[src/rtl/game_pkg.sv]
// game_pkg: shared button indices, default timing and channel state type for the game core.
package game_pkg;
    localparam int BTN_C = 0;
    localparam int BTN_R = 1;
    localparam int BTN_D = 2;
    localparam int BTN_U = 3;
    localparam int BTN_L = 4;
    localparam int N_BTN = 5;
    localparam int DEF_DEBOUNCE_CYCLES = 1_000_000;
    localparam int DEF_REPEAT_DELAY = 30_000_000;
    localparam int DEF_REPEAT_PERIOD = 10_000_000;
    localparam logic [N_BTN-1:0] DEF_REPEAT_EN = 5'b01100;
    typedef enum logic [1:0] {RELEASED, HELD, REPEATING} btn_state_t;
    function automatic int max2(input int a, input int b);
        return a > b ? a : b;
    endfunction
endpackage

[src/rtl/debounce_channel.sv]
// debounce_channel: one button: synchroniser, debounce counter, press/repeat/release FSM.
module debounce_channel import game_pkg::*; #(
    parameter int DEBOUNCE_CYCLES = DEF_DEBOUNCE_CYCLES,
    parameter bit REPEAT_EN = 1'b0,
    parameter int REPEAT_DELAY = DEF_REPEAT_DELAY,
    parameter int REPEAT_PERIOD = DEF_REPEAT_PERIOD
) (
    input  logic board_clk,
    input  logic Reset,
    input  logic raw,
    output logic level,
    output logic press_pulse,
    output logic release_pulse
);
    localparam int DW = $clog2(DEBOUNCE_CYCLES + 1);
    localparam int RW = $clog2(max2(REPEAT_DELAY, REPEAT_PERIOD) + 1);

    logic [1:0] sync;
    logic [DW-1:0] db_cnt;
    logic [RW-1:0] rpt_cnt, rpt_cnt_next;
    btn_state_t state, state_next;
    logic synced, settle, rise, fall, repeat_due, pulse_next, release_next;

    assign synced = sync[1];
    // settle marks the edge on which the debounced level flips
    assign settle = synced != level && db_cnt == DW'(DEBOUNCE_CYCLES - 1);
    assign rise = settle && synced;
    assign fall = settle && !synced;
    assign repeat_due = REPEAT_EN && rpt_cnt == (state == HELD ? RW'(REPEAT_DELAY - 1) : RW'(REPEAT_PERIOD - 1));

    always_ff @(posedge board_clk or posedge Reset) begin
        if (Reset) begin
            sync <= '0;
            db_cnt <= '0;
            level <= 1'b0;
            state <= RELEASED;
            rpt_cnt <= '0;
            press_pulse <= 1'b0;
            release_pulse <= 1'b0;
        end else begin
            sync <= {sync[0], raw};
            db_cnt <= (synced == level || settle) ? '0 : db_cnt + 1'b1;
            level <= level ^ settle;
            state <= state_next;
            rpt_cnt <= rpt_cnt_next;
            press_pulse <= pulse_next;
            release_pulse <= release_next;
        end
    end

    // release takes precedence over a repeat landing on the same edge
    always_comb begin
        state_next = state;
        rpt_cnt_next = '0;
        pulse_next = 1'b0;
        release_next = 1'b0;
        if (state == RELEASED) begin
            if (rise) begin
                state_next = HELD;
                pulse_next = 1'b1;
            end
        end else if (fall) begin
            state_next = RELEASED;
            release_next = 1'b1;
        end else if (repeat_due) begin
            state_next = REPEATING;
            pulse_next = 1'b1;
        end else if (REPEAT_EN) begin
            rpt_cnt_next = rpt_cnt + 1'b1;
        end
    end
endmodule

[src/rtl/button_pulser.sv]
// button_pulser: conditions the raw push-buttons into debounced levels, press/repeat pulses and release pulses.
module button_pulser #(
    parameter int N_BTN = game_pkg::N_BTN,
    parameter int DEBOUNCE_CYCLES = game_pkg::DEF_DEBOUNCE_CYCLES,
    parameter logic [N_BTN-1:0] REPEAT_EN = game_pkg::DEF_REPEAT_EN,
    parameter int REPEAT_DELAY = game_pkg::DEF_REPEAT_DELAY,
    parameter int REPEAT_PERIOD = game_pkg::DEF_REPEAT_PERIOD
) (
    input  logic             board_clk,
    input  logic             Reset,
    input  logic [N_BTN-1:0] btn_raw,
    output logic [N_BTN-1:0] btn_level,
    output logic [N_BTN-1:0] btn_pulse,
    output logic [N_BTN-1:0] btn_release
);
    for (genvar i = 0; i < N_BTN; i++) begin : g_ch
        debounce_channel #(
            .DEBOUNCE_CYCLES(DEBOUNCE_CYCLES),
            .REPEAT_EN(REPEAT_EN[i]),
            .REPEAT_DELAY(REPEAT_DELAY),
            .REPEAT_PERIOD(REPEAT_PERIOD)
        ) u_ch (
            .board_clk(board_clk),
            .Reset(Reset),
            .raw(btn_raw[i]),
            .level(btn_level[i]),
            .press_pulse(btn_pulse[i]),
            .release_pulse(btn_release[i])
        );
    end
endmodule

[config.mk]
export PLATFORM = sky130hd
export DESIGN_NAME = button_pulser
export DESIGN_NICKNAME = d
export VERILOG_FILES = /design/src/rtl/game_pkg.sv /design/src/rtl/debounce_channel.sv /design/src/rtl/button_pulser.sv
export SDC_FILE = /design/constraint.sdc
export NUM_CORES = 1
export LEC_CHECK = 0
export ABC_CLOCK_PERIOD_IN_PS = 4200
export CAP_MARGIN = 20
export CELL_PAD_IN_SITES_DETAIL_PLACEMENT = 0
export CELL_PAD_IN_SITES_GLOBAL_PLACEMENT = 2
export CORE_MARGIN = 2
export CORE_UTILIZATION = 44
export CTS_CLUSTER_SIZE = 24
export DETAILED_ROUTE_END_ITERATION = 8
export GPL_ROUTABILITY_DRIVEN = 0
export PLACE_DENSITY_LB_ADDON = 0.1
export SYNTH_ARGS = -nofsm -noshare
export SYNTH_HDL_FRONTEND = slang
export SYNTH_HIERARCHICAL = 1
export SYNTH_SLANG_ARGS = --single-unit
export TNS_END_PERCENT = 20
[constraint.sdc]
create_clock -name board_clk -period 4.2 [get_ports board_clk]
set_clock_uncertainty 0.1 [all_clocks]
set_input_delay 0.63 -clock board_clk [delete_from_list [all_inputs] [get_ports board_clk]]
set_output_delay 0.63 -clock board_clk [all_outputs]
set_load 0.05 [all_outputs]
Word-level counts from Yosys, hierarchy flattened
Index checks and enable logic that the tools add are counted.

Flip-flop bits (word level): 185. Output and inout bits: 15.

Reduce and logical (&&, ||, !) cells: 40. Bitwise operators: 5. Multiplexer cells: 54. Equality and inequality tests: 24. $add $sub $neg: 7.

Operators by type and width (count): $mux 25 (8); $add 20x1->20 const B (5); $eq 20x20->1 const B (5); $mux 20 (5); $add 25x1->25 const B (2); $eq 25x25->1 (2); $mux 2 (17); $mux 1 (24); $logic_and 1x1->1 (15); $logic_not 2->1 (5); $ne 2x1->1 const B (5); $reduce_and 2->1 (5); $reduce_bool 2->1 (3); $reduce_bool 3->1 (2); $eq 1x1->1 (5); $logic_not 1->1 (5); $logic_or 1x1->1 (5); $ne 1x1->1 (5); $xor 1x1->1 (5); $eq 2x1->1 const B (2).

Depth between registers and ports, before layout
Depth after elaboration: 6. Mapped depth: 7. Gate-level depth less buffers: 6.

Cells and area by module
The synthesis kept the hierarchy.

By module, submodules not included: debounce_channel (g_ch[0].u_ch ...) (instances 3, area each 1243.7 µm², sequential area each 650.6 µm², cells each 116); debounce_channel (g_ch[3].u_ch) (instances 1, area each 2552.4 µm², sequential area each 1301.2 µm², cells each 255); debounce_channel (g_ch[2].u_ch) (instances 1, area each 2538.7 µm², sequential area each 1301.2 µm², cells each 256).

Worst setup path after synthesis
OpenSTA, ideal clock, no wires.

Path kind: register to register. Start point: register g_ch[3].u_ch.db_cnt[8]. End point: register g_ch[3].u_ch.rpt_cnt[10]. Slack: 2.156 ns. Cell stages (with the launch flop): 7. Library setup time: 0.119 ns. Arrival: 1.826 ns. Period minus slack after synthesis: 2.044 ns. Cells stage by stage: dfrtp_1 > or4b_2 > nor4_4 > nand4_2 > nand3b_4 > buf_6 > nor2_1.

Cells in the longest elaborated chain, start to end: 5.

Ends and longest elaborated chain: from (decl) (RTL line debounce_channel.sv:19) `logic [DW-1:0] db_cnt;`; from (signal assigned) (RTL line debounce_channel.sv:42) `db_cnt <= (synced == level || settle) ? '0 : db_cnt + 1'b1;`; $eq 20x20->1 (RTL line debounce_channel.sv:26) `assign settle = synced != level && db_cnt == DW'(DEBOUNCE_CYCLES - 1);`; $logic_and 1x1->1 (RTL line debounce_channel.sv:26); $logic_and 1x1->1 (RTL line debounce_channel.sv:28) `assign fall = settle && !synced;`; $mux 25 (RTL line debounce_channel.sv:62) `end else if (fall) begin`; $mux 25 (RTL line debounce_channel.sv:57) `if (state == RELEASED) begin`; net g_ch[3].u_ch.rpt_cnt_next[10] (RTL line debounce_channel.sv:20) `logic [RW-1:0] rpt_cnt, rpt_cnt_next;`; to (signal assigned) (RTL line debounce_channel.sv:45) `rpt_cnt <= rpt_cnt_next;`; to (decl) (RTL line debounce_channel.sv:20).

The timed path passes the listed nets, and every way through them passes these cells. A chain may end at the register's enable or synchronous reset.

==> metrics <==
unrepaired setup endpoints after global routing false; Gate Count Post-Synth about 860; number of buffers and inverters on the critical path 1; Layout Area Growth over Synthesis 12.78%; cell type with the highest aggregate area in the netlist sky130_fd_sc_hd__dfrtp_1; number of antenna violations at the first check in global routing 0; number of global-route vias before repair 6214; worst-path cell chain clkdlybuf4s50_1; number of flip-flops and latches in the synthesized netlist 182; kind of launch point of the worst setup path flip-flop; element type at the critical path end output port; Yosys warning total 6; total area of sequential cells 4554 um^2; area of the die around 21000 um^2; cts bufs inserted 17; largest driver fanout on the critical path 6; total negative setup slack 0 ps; detailed-route wire length per cell 14.47 um; maximum single-stage delay on the critical path approximately 850 ps; most frequent cells after synthesis sky130_fd_sc_hd__dfrtp_1, sky130_fd_sc_hd__nor2_1, sky130_fd_sc_hd__xor2_1; TritonCTS clock tree built; HP Class flip-flop to flip-flop; number of buffers inserted by post-CTS setup repair 0; EDFF count, synth 0; Resized Gates After CTS 0; end-of-flow core utilization 0.5079; global-route wire length before repair 29380 um; Syn Nets just under 900; buffer levels on the longest clock path 2; Leak 4.069 nW; count of endpoints failing setup in the final report 0; most area-consuming cells after synthesis sky130_fd_sc_hd__dfrtp_1, sky130_fd_sc_hd__xor2_1, sky130_fd_sc_hd__nor2_1, sky130_fd_sc_hd__xnor2_1, sky130_fd_sc_hd__nand3_1; horizontal extent of the die approximately 150 um; post-layout instance count excluding filler cells about 1200; ratio of total power to cell area between 300 and 400 nW/um^2; Async SR Flop Fraction 1.000; global-route usage over all layers 0.1654; Slew Viols, Final 0; DRC marker count from the first detailed-route iteration between 200 and 300; data arrival at the endpoint of the critical path approximately 1700 ps; Slew Limit Headroom 0.3576; Starting Density 0.4503; final antenna diode count 0; number of I/O port buffers 21; Hold Buf Count CTS 0; height of the die between 100 and 150 um; register clock-pin slew on the reported worst setup and hold paths ~70 ps; worst slew pin tran between 900 and 1000 ps; sequential-to-total area share from yosys stat 0.5162; top_reg_cell synth sky130_fd_sc_hd__dfrtp_1; master cell of the clock root buffer sky130_fd_sc_hd__clkbuf_16; most frequent cell after synthesis sky130_fd_sc_hd__dfrtp_1; number of antenna-violating nets in the routed design 0; result of the run finished, final reports clean; post-synthesis average cell area ~10 um^2; Clock Latency Late Sink between 400 and 500 ps; count of maximum capacitance violations 0; remaining global-route overflow 0; Synth Cell Area approximately 8800 um^2; detailed placer's ending HPWL approximately 11000 um; average via count per standard cell approximately 5.4; count of H-tree levels built during CTS 4; DRC viols 0; DR pass1 iterations 4; count of distinct cell types in the synthesized netlist 57; final-report hold violation count 0; cell count after placement approximately 1100; Post-layout nets about 900; Boundary Pins 22; pin count of the biggest net entering global routing 53; Filler Cell Count 1800; top achievable clock speed 0.4053 GHz; Core Area between 15000 and 20000 um^2; clock sinks around 180; number of standard-cell rows in the floorplan 51; top cell type's share of synthesized area 0.5162; area occupied by multi-input gates approximately 4000 um^2; endpoint required time on the critical path roughly 3500 ps; min cycle time layout 2467 ps; path type of the worst setup path flip-flop to output port; vias after detailed routing roughly 6200; worst-path cell with the longest stage delay sky130_fd_sc_hd__clkdlybuf4s50_1; share of the cycle needed by the critical path after routing 0.5875; post-detailed-routing wire length about 17000 um; layout cell share with drive strength beyond 1 0.08603; cell family with the largest share of critical-path delay buffers and inverters; Worst IR Drop VDD ~0.24 mV
cells in the final DEF (no fill, tap or decap), types with 9 or more instances in the layout:
cell type	Yosys	final
sky130_fd_sc_hd__o31ai_1	12	9
sky130_fd_sc_hd__and4_1	21	21
sky130_fd_sc_hd__and3_1	15	15
sky130_fd_sc_hd__nand3_1	53	53
sky130_fd_sc_hd__inv_1	27	25
sky130_fd_sc_hd__nand4_1	40	40
sky130_fd_sc_hd__or3_1	14	14
sky130_fd_sc_hd__nor3_1	16	16
sky130_fd_sc_hd__xnor2_1	43	43
sky130_fd_sc_hd__clkdlybuf4s50_1	0	21
sky130_fd_sc_hd__clkbuf_16	0	17
sky130_fd_sc_hd__xor2_1	79	79
sky130_fd_sc_hd__dfrtp_1	182	182
sky130_fd_sc_hd__nand2_1	48	48
sky130_fd_sc_hd__a21oi_1	21	21
sky130_fd_sc_hd__o21ai_0	13	12
sky130_fd_sc_hd__or4_1	10	10
sky130_fd_sc_hd__nor2_1	147	147
sky130_fd_sc_hd__nor4_1	14	14
final timing paths:
check / startpoint / to / slack (ps) / cells after the start
min in group asynchronous: Reset / g_ch[4].u_ch/db_cnt[16] / 520 / 2
hold reg to reg: g_ch[1].u_ch/sync[0] / g_ch[1].u_ch/sync[1] / 250 / 0
setup / recovery: flip-flop / btn_level[2] / 1730 / 1
max in group asynchronous: Reset / g_ch[1].u_ch/db_cnt[18] / 2890 / 3
hold / removal: g_ch[1].u_ch/sync[0] / g_ch[1].u_ch/sync[1] / 250 / 0
setup reg to reg: g_ch[1].u_ch/db_cnt[0] / g_ch[1].u_ch/db_cnt[6] / 1790 / 6
stage by stage:
step	worst slack [ps]	total power, mW	hold slack (ps)	cell area (um^2)
after floorplan	2156	1.877	231.2	8822
after global placement	1853	1.901	233.3	9230
after detailed placement	1775	1.905	235.5	9230
after CTS	1708	3.572	251.1	9839
after global routing	1613	3.671	257.6	9950
final	1733	3.531	249.4	9950
cell families after synthesis:
logic type / after synthesis / synth area share
AND/OR/NAND/NOR: 431 / 0.2717
flip-flops: 182 / 0.5162
XOR/XNOR: 122 / 0.1211
AO/OA/AOI/OAI: 61 / 0.04539
buffers and inverters: 53 / 0.03177
adder cells (fa/ha/maj): 7 / 0.009927
multiplexers: 3 / 0.003829
worst register-to-register path, cell delays in order (launching register included):
cell	delay, ps
sky130_fd_sc_hd__dfrtp_1	390
sky130_fd_sc_hd__ha_1	200
sky130_fd_sc_hd__and3_1	300
sky130_fd_sc_hd__nand3_1	250
sky130_fd_sc_hd__o31ai_2	700
sky130_fd_sc_hd__buf_4	300
sky130_fd_sc_hd__nor2_1	70
report_power, final:
| group | leakage (nW) | switching, mW | internal (mW) |
|---|---|---|---|
| registers | 2.51 | 0.0160 | 1.77 |
| logic | 1.27 | 0.0643 | 0.0315 |
| clock network | 0.290 | 0.679 | 0.971 |
| total | 4.07 | 0.760 | 2.77 |
sequential cells by signal (all words and copies together) (netlist names), named ones only:
register and cells:
g_ch.u_ch/db_cnt 100, g_ch.u_ch/rpt_cnt 50, g_ch.u_ch/sync 10, g_ch.u_ch/state 7, g_ch.u_ch/press_pulse 5, g_ch.u_ch/release_pulse 5
area by class of cell:
cell class              instances  share of cell area
flip-flops and latches        182              0.4577
clock inverters                11             0.01496
repair buffers                 30             0.03521
multi-input cells             624              0.4023
clock buffers                  21             0.04628
well taps                     265             0.03332
inverters                      27             0.01019
routing by layer:
layer | GRT usage | part of all wire
met4 | 0.05343 | 0.011
met5 | 0 | 0
met1 | 0.2241 | 0.49
met2 | 0.2692 | 0.48
met3 | 0.03229 | 0.020
Note: power is estimated with default switching activity, not from simulation.
